**config.mk**
```make
export PLATFORM = sky130hd
export DESIGN_NAME = uart_rx_framer
export DESIGN_NICKNAME = d
export VERILOG_FILES = /design/src/rtl/uart_rx_framer.sv
export SDC_FILE = /design/constraint.sdc
export NUM_CORES = 1
export LEC_CHECK = 0
export ABC_AREA = 1
export CORE_AREA = 2 2 94 96
export CTS_CLUSTER_SIZE = 24
export DETAILED_ROUTE_END_ITERATION = 8
export DIE_AREA = 0 0 96 98
export PLACE_DENSITY = 0.53
export SLEW_MARGIN = 20
export SYNTH_ARGS = -nofsm -noshare
export SYNTH_HDL_FRONTEND = slang
export SYNTH_SLANG_ARGS = --single-unit
```
**constraint.sdc**
```tcl
create_clock -name clock -period 2.5 [get_ports clock]
set_clock_uncertainty 0.2 [all_clocks]
set_input_delay 0.5 -clock clock [delete_from_list [all_inputs] [get_ports clock]]
set_output_delay 0.5 -clock clock [all_outputs]
set_load 0.01 [all_outputs]
```
**src/rtl/uart_rx_framer.sv**
```systemverilog
// UART receive framer: synchronises rx, finds start bits, samples 8N1 frames at mid-bit
// and holds one byte for the register interface. Define UART_RX_PARITY_EN for 8E1/8O1 frames.
module uart_rx_framer #(
  parameter int SYNC_STAGES = 2,
  parameter int PARITY_ODD  = 0
) (
  input  logic        clock,
  input  logic        reset,
  input  logic [15:0] clock_divider,
  input  logic        rx,
  input  logic        read_en,
  output logic [7:0]  data_out,
  output logic        data_ready,
  output logic        framing_error,
  output logic        overrun,
  output logic        parity_error,
  output logic        busy
);

  // state  | meaning
  // IDLE   | line idle, waiting for rx_s low
  // START  | half-bit wait, then confirm the start bit
  // DATA   | sampling 8 data bits, LSB first
  // PARITY | sampling the parity bit (parity build only)
  // STOP   | sampling the stop bit, commit or flag framing error
  // BREAK  | stop bit was low, wait for the line to return high
  typedef enum logic [2:0] {IDLE, START, DATA, PARITY, STOP, BREAK} state_t;

  if (SYNC_STAGES < 2 || SYNC_STAGES > 4 || PARITY_ODD < 0 || PARITY_ODD > 1) begin : g_param_check
    $error("uart_rx_framer: illegal parameter value");
  end

  state_t                 state;
  logic [SYNC_STAGES-1:0] sync_q;
  logic                   rx_s;
  logic [15:0]            deff;
  logic [15:0]            cnt;
  logic                   expired;
  logic [2:0]             bit_idx;
  logic [7:0]             shift_q;

  assign rx_s    = sync_q[SYNC_STAGES-1];
  assign deff    = (clock_divider < 16'd2) ? 16'd2 : clock_divider;
  assign expired = (cnt == 16'd1);

`ifdef UART_RX_PARITY_EN
  logic par_bad_q;
  logic par_err_q;
  assign parity_error = par_err_q;
`else
  assign parity_error = 1'b0;
`endif

  always_ff @(posedge clock) begin
    if (reset) begin
      state         <= IDLE;
      sync_q        <= '1;
      cnt           <= 16'd0;
      bit_idx       <= 3'd0;
      shift_q       <= 8'd0;
      data_out      <= 8'd0;
      data_ready    <= 1'b0;
      framing_error <= 1'b0;
      overrun       <= 1'b0;
      busy          <= 1'b0;
`ifdef UART_RX_PARITY_EN
      par_bad_q     <= 1'b0;
      par_err_q     <= 1'b0;
`endif
    end else begin
      sync_q <= {sync_q[SYNC_STAGES-2:0], rx};

      // Clears come first so that any flag raised by a frame in the same cycle wins.
      if (read_en) begin
        data_ready    <= 1'b0;
        framing_error <= 1'b0;
        overrun       <= 1'b0;
`ifdef UART_RX_PARITY_EN
        par_err_q     <= 1'b0;
`endif
      end

      if ((state inside {START, DATA, PARITY, STOP}) && !expired)
        cnt <= cnt - 16'd1;

      case (state)
        IDLE: begin
          if (!rx_s) begin
            state <= START;
            cnt   <= deff >> 1;
            busy  <= 1'b1;
          end
        end
        START: begin
          if (expired) begin
            if (rx_s) begin
              state <= IDLE;
              busy  <= 1'b0;
            end else begin
              state   <= DATA;
              cnt     <= deff;
              bit_idx <= 3'd0;
            end
          end
        end
        DATA: begin
          if (expired) begin
            shift_q <= {rx_s, shift_q[7:1]};
            cnt     <= deff;
            if (bit_idx == 3'd7) begin
`ifdef UART_RX_PARITY_EN
              state <= PARITY;
`else
              state <= STOP;
`endif
            end else begin
              bit_idx <= bit_idx + 3'd1;
            end
          end
        end
        PARITY: begin
`ifdef UART_RX_PARITY_EN
          if (expired) begin
            par_bad_q <= (^{shift_q, rx_s}) != PARITY_ODD[0];
            cnt       <= deff;
            state     <= STOP;
          end
`else
          state <= IDLE;
          busy  <= 1'b0;
`endif
        end
        STOP: begin
          if (expired) begin
            if (rx_s) begin
              if (!data_ready || read_en) begin
                data_out   <= shift_q;
                data_ready <= 1'b1;
              end else begin
                overrun <= 1'b1;
              end
`ifdef UART_RX_PARITY_EN
              if (par_bad_q)
                par_err_q <= 1'b1;
`endif
              state <= IDLE;
              busy  <= 1'b0;
            end else begin
              framing_error <= 1'b1;
              state         <= BREAK;
            end
          end
        end
        BREAK: begin
          if (rx_s) begin
            state <= IDLE;
            busy  <= 1'b0;
          end
        end
        default: begin
          state <= IDLE;
          busy  <= 1'b0;
        end
      endcase
    end
  end

endmodule

```
==> flow_summary.html <==
<table>
<tr><th>Metric</th><th>Value</th></tr>
<tr><th colspan="2">Outcome</th></tr>
<tr><td>Status</td><td>completed</td></tr>
<tr><th colspan="2">Pwr</th></tr>
<tr><td>Sw Share</td><td>0.517</td></tr>
<tr><td>PD cells</td><td>1300 mW/mm²</td></tr>
<tr><td>Peak supply drop</td><td>between 0.3 and 0.4 mV</td></tr>
<tr><td>Switching Power</td><td>between 2 and 2.5 mW</td></tr>
<tr><td>Fraction of power consumed by combinational cells</td><td>0.644</td></tr>
<tr><td>Int Power</td><td>2.16 mW</td></tr>
<tr><td>Clock share of power</td><td>0.130</td></tr>
<tr><td>Static Leak</td><td>around 1.6 nW</td></tr>
<tr><td>Reg power frac</td><td>0.226</td></tr>
<tr><th colspan="2">Clocking</th></tr>
<tr><td>Number of setup buffers added after CTS</td><td>0</td></tr>
<tr><td>Clk root buf</td><td>sky130_fd_sc_hd__clkbuf_8</td></tr>
<tr><td>Maximum level of the CTS H-tree</td><td>2</td></tr>
<tr><td>TritonCTS clock tree</td><td>yes</td></tr>
<tr><td>Inserted Clock Buffers</td><td>5</td></tr>
<tr><td>Number of resized instances in the post-cts repair step</td><td>0</td></tr>
<tr><td>Buffer depth of the longest clock path</td><td>2</td></tr>
<tr><td>Clk slew on worst S/H paths</td><td>100 ps</td></tr>
<tr><td>Sink count of the clock tree</td><td>44</td></tr>
<tr><td>Clock insertion delay at the later pin of the skew report</td><td>310 ps</td></tr>
<tr><td>Count of hold buffers inserted by post-cts repair</td><td>0</td></tr>
<tr><th colspan="2">STA</th></tr>
<tr><td>Highest attainable clock frequency</td><td>0.452 GHz</td></tr>
<tr><td>Final count of hold timing violations</td><td>0</td></tr>
<tr><td>Final period demand of the worst path</td><td>2210 ps</td></tr>
<tr><td>Final Setup Violations</td><td>0</td></tr>
<tr><td>Portion of the clock cycle consumed by the worst path in the final layout</td><td>0.885</td></tr>
<tr><td>Max-slew violation count</td><td>0</td></tr>
<tr><td>Setup repair after global routing missed its margin</td><td>false</td></tr>
<tr><td>Worst Hold Slack</td><td>~220 ps</td></tr>
<tr><td>Setup Total Neg Slack</td><td>0 ps</td></tr>
<tr><th colspan="2">Synthesis</th></tr>
<tr><td>Sequential share of the synthesized area</td><td>0.304</td></tr>
<tr><td>Count of different cell masters after synthesis</td><td>41</td></tr>
<tr><td>Ys async rst share</td><td>0</td></tr>
<tr><td>Number of synthesized flops with an enable pin</td><td>0</td></tr>
<tr><td>Leading cell types by total area after synthesis</td><td>sky130_fd_sc_hd__dfxtp_1 (30%), sky130_fd_sc_hd__nand2_1 (14%), sky130_fd_sc_hd__inv_1 (7.6%)</td></tr>
<tr><td>Area leader, netlist</td><td>sky130_fd_sc_hd__dfxtp_1</td></tr>
<tr><td>Average cell area after synthesis</td><td>6.38 µm²</td></tr>
<tr><td>Most numerous cell in the Yosys netlist</td><td>sky130_fd_sc_hd__nand2_1</td></tr>
<tr><td>Count of warnings emitted by yosys</td><td>0</td></tr>
<tr><td>Total nets after synthesis</td><td>roughly 480</td></tr>
<tr><td>Mapped cell area</td><td>0.00290 mm²</td></tr>
<tr><td>Share of the synthesized area in the top cell type</td><td>0.304</td></tr>
<tr><td>Leading register cell type out of synthesis</td><td>sky130_fd_sc_hd__dfxtp_1</td></tr>
<tr><td>Top cell types by occurrence after synthesis</td><td>sky130_fd_sc_hd__nand2_1 (107), sky130_fd_sc_hd__inv_1 (59), sky130_fd_sc_hd__nor2_1 (54)</td></tr>
<tr><td>Flip-flop and latch count after synthesis</td><td>44</td></tr>
<tr><td>Synthesized instance count</td><td>between 400 and 500</td></tr>
<tr><th colspan="2">Min path</th></tr>
<tr><td>Classification of the worst-slack hold path</td><td>register to register</td></tr>
<tr><th colspan="2">Detailed routing</th></tr>
<tr><td>Total Wirelength</td><td>slightly below 8 mm</td></tr>
<tr><td>Number of DRC violations after detailed routing</td><td>0</td></tr>
<tr><td>Met3 wire len</td><td>444 µm</td></tr>
<tr><td>Routed metal-1 wire length</td><td>3.55 mm</td></tr>
<tr><td>Met2 wire len</td><td>3.80 mm</td></tr>
<tr><td>1st-pass router iterations</td><td>4</td></tr>
<tr><td>Average wire length per cell after detail routing</td><td>13.1 µm</td></tr>
<tr><td>Initial DRC count</td><td>between 200 and 300</td></tr>
<tr><td>Via count of the routed design</td><td>roughly 2900</td></tr>
<tr><td>Top Layer Used</td><td>met4</td></tr>
<tr><td>Antenna violation net count after detailed routing</td><td>0</td></tr>
<tr><td>Via/cell ratio</td><td>4.82</td></tr>
<tr><th colspan="2">Place</th></tr>
<tr><td>Half-perimeter wire length after placement</td><td>around 6 mm</td></tr>
<tr><td>Post-place instance area</td><td>about 0.0033 mm²</td></tr>
<tr><td>Last weighted congestion value of the routability-driven placer</td><td>a little under 0.9</td></tr>
<tr><td>Cell count after placement</td><td>589</td></tr>
<tr><td># port buffers</td><td>31</td></tr>
<tr><th colspan="2">Worst setup path</th></tr>
<tr><td>Crit. End Element</td><td>register</td></tr>
<tr><td>Crit path buffers/inverters</td><td>1</td></tr>
<tr><td>Delay of the slowest cell on the worst path</td><td>~440 ps</td></tr>
<tr><td>Maximum fanout along the worst path</td><td>16</td></tr>
<tr><td>Standard cell with the maximum stage delay on the critical path</td><td>sky130_fd_sc_hd__dfxtp_1</td></tr>
<tr><td>Crit-path leading delay family</td><td>simple AND/OR/NAND/NOR gates</td></tr>
<tr><td>Chain of cells forming the critical path</td><td>ha_1, nand2_1, nor2_2, nand2_4, nand2_1, inv_1, nor2_1, nand4_1, a21oi_1, nor2_1</td></tr>
<tr><td>Required time at the endpoint of the critical path</td><td>around 2500 ps</td></tr>
<tr><td>Worst Setup Path Type</td><td>register to register</td></tr>
<tr><td>Startpoint Class</td><td>register</td></tr>
<tr><td>Endpoint arrival time on the critical path</td><td>2220 ps</td></tr>
<tr><th colspan="2">Cells and area</th></tr>
<tr><td>Cell Count, Final, Fillers Out</td><td>around 600</td></tr>
<tr><td>Number of nets in the layout</td><td>512</td></tr>
<tr><td>Share of cells above drive strength 1</td><td>0.123</td></tr>
<tr><td>Final design instance area without fill</td><td>~0.0034 mm²</td></tr>
<tr><td>Post-synthesis to final-layout area growth</td><td>18.9%</td></tr>
<tr><td>Layout filler cell count</td><td>917</td></tr>
<tr><td>Diode insertion count for antenna repair</td><td>0</td></tr>
<tr><th colspan="2">Die</th></tr>
<tr><td>Horizontal die dimension</td><td>96 µm</td></tr>
<tr><td>Initial cell density of the core</td><td>0.342</td></tr>
<tr><td>I/O Pins</td><td>33</td></tr>
<tr><td>Core Area</td><td>0.00847 mm²</td></tr>
<tr><td>Overall die height</td><td>98 µm</td></tr>
<tr><td>Die area</td><td>0.00941 mm²</td></tr>
<tr><td>Number of placement rows</td><td>34</td></tr>
<tr><th colspan="2">Global route</th></tr>
<tr><td>Global-route wire length before repair</td><td>13.3 mm</td></tr>
<tr><td>Number of global-route vias before repair</td><td>approximately 2800</td></tr>
<tr><td>Number of antenna violations at the first check in global routing</td><td>0</td></tr>
<tr><td>GRT overflow</td><td>0</td></tr>
<tr><td>Total global-route track usage</td><td>0.178</td></tr>
<tr><td>Largest net degree at the start of global routing</td><td>26</td></tr>
<tr><th colspan="2">Run</th></tr>
<tr><td>Max-Cap Viols</td><td>0</td></tr>
</table>
## flip-flops by register name, indices dropped and copies added (netlist names)
| register | cells |
|---|---|
| bit_idx | 3 |
| busy | 1 |
| cnt | 16 |
| data_out | 8 |
| data_ready | 1 |
| framing_error | 1 |
| overrun | 1 |
| shift_q | 8 |
| state | 3 |
| sync_q | 2 |
## worst reg2reg max path, stage by stage, from the launching register on
cell	delay, ps
sky130_fd_sc_hd__dfxtp_1	440
sky130_fd_sc_hd__ha_1	180
sky130_fd_sc_hd__nand2_1	60
sky130_fd_sc_hd__nor2_2	150
sky130_fd_sc_hd__nand2_4	170
sky130_fd_sc_hd__nand2_1	170
sky130_fd_sc_hd__inv_1	90
sky130_fd_sc_hd__nor2_1	250
sky130_fd_sc_hd__nand4_1	170
sky130_fd_sc_hd__a21oi_1	180
sky130_fd_sc_hd__nor2_1	60
## cell usage in the layout, fill, tap and decap left out, types with 5 or more instances in the layout
cell type	Yosys	layout
sky130_fd_sc_hd__a21oi_1	37	37
sky130_fd_sc_hd__nand3_1	25	25
sky130_fd_sc_hd__nor3_1	5	5
sky130_fd_sc_hd__inv_2	5	5
sky130_fd_sc_hd__inv_1	59	59
sky130_fd_sc_hd__a21oi_2	6	6
sky130_fd_sc_hd__buf_4	2	10
sky130_fd_sc_hd__nand4_1	6	6
sky130_fd_sc_hd__nor2_1	54	54
sky130_fd_sc_hd__nand2_2	9	9
sky130_fd_sc_hd__nand2_1	107	107
sky130_fd_sc_hd__clkbuf_8	0	5
sky130_fd_sc_hd__dfxtp_1	44	44
sky130_fd_sc_hd__o21ai_0	29	29
sky130_fd_sc_hd__o22ai_1	8	8
sky130_fd_sc_hd__clkdlybuf4s50_1	0	31
## layout make-up
cell class                      instances  area [µm²]  share of cell area
Timing Repair Buffer                   41         385               0.112
Multi-Input combinational cell        328        1670               0.484
Inverter                               68         262              0.0759
Sequential cell                        44         881               0.256
Tap cell                              108         135              0.0392
Clock inverter                          3        46.3              0.0134
Clock buffer                            5        68.8              0.0200
## metal layers
| layer | vias to the layer above | track usage |
|---|---|---|
| met4 | 0 | 0.0297 |
| met3 | 5 | 0.0301 |
| met1 | 1295 | 0.243 |
| met2 | 64 | 0.295 |
| li1 | 1516 | - |
| met5 | - | 0 |
## kinds of logic after synthesis
group | Yosys count | share of synthesized area
buffers and inverters | 82 | 0.121
AO/OA/AOI/OAI | 98 | 0.199
other | 1 | 0.00130
adder cells (fa/ha/maj) | 4 | 0.0173
flip-flops | 44 | 0.304
XOR/XNOR | 5 | 0.0177
AND/OR/NAND/NOR | 220 | 0.340
## power by group through the flow
stage | logic [mW] | registers, mW | clock network, mW
floorplan | 2.29 | 0.974 | 0
global placement | 2.88 | 1.02 | 0
detailed placement | 2.87 | 1.02 | 0
CTS | 2.89 | 1.01 | 0.596
global route | 3.29 | 1.03 | 0.612
finish | 2.89 | 1.01 | 0.582
## through the flow
stage,utilization,power (mW),setup slack (ps)
final,0.407,4.48,286
after detailed placement,0.393,3.90,322
after CTS,0.407,4.49,312
after floorplan,-,3.26,737
after global routing,0.407,4.93,97.1
after global placement,0.393,3.90,343
## final timing paths
kind / from / end / slack [ps] / cells after the start
setup / recovery: cnt[0]$_SDFF_PP0_ / cnt[11]$_SDFF_PP0_ / 290 / 10
hold / removal: sync_q[0]$_SDFF_PP1_ / sync_q[1]$_SDFF_PP1_ / 220 / 1
hold reg to reg: sync_q[0]$_SDFF_PP1_ / sync_q[1]$_SDFF_PP1_ / 220 / 1
setup reg to reg: cnt[0]$_SDFF_PP0_ / cnt[11]$_SDFF_PP0_ / 290 / 10
Power figures use the tool's default switching activity.
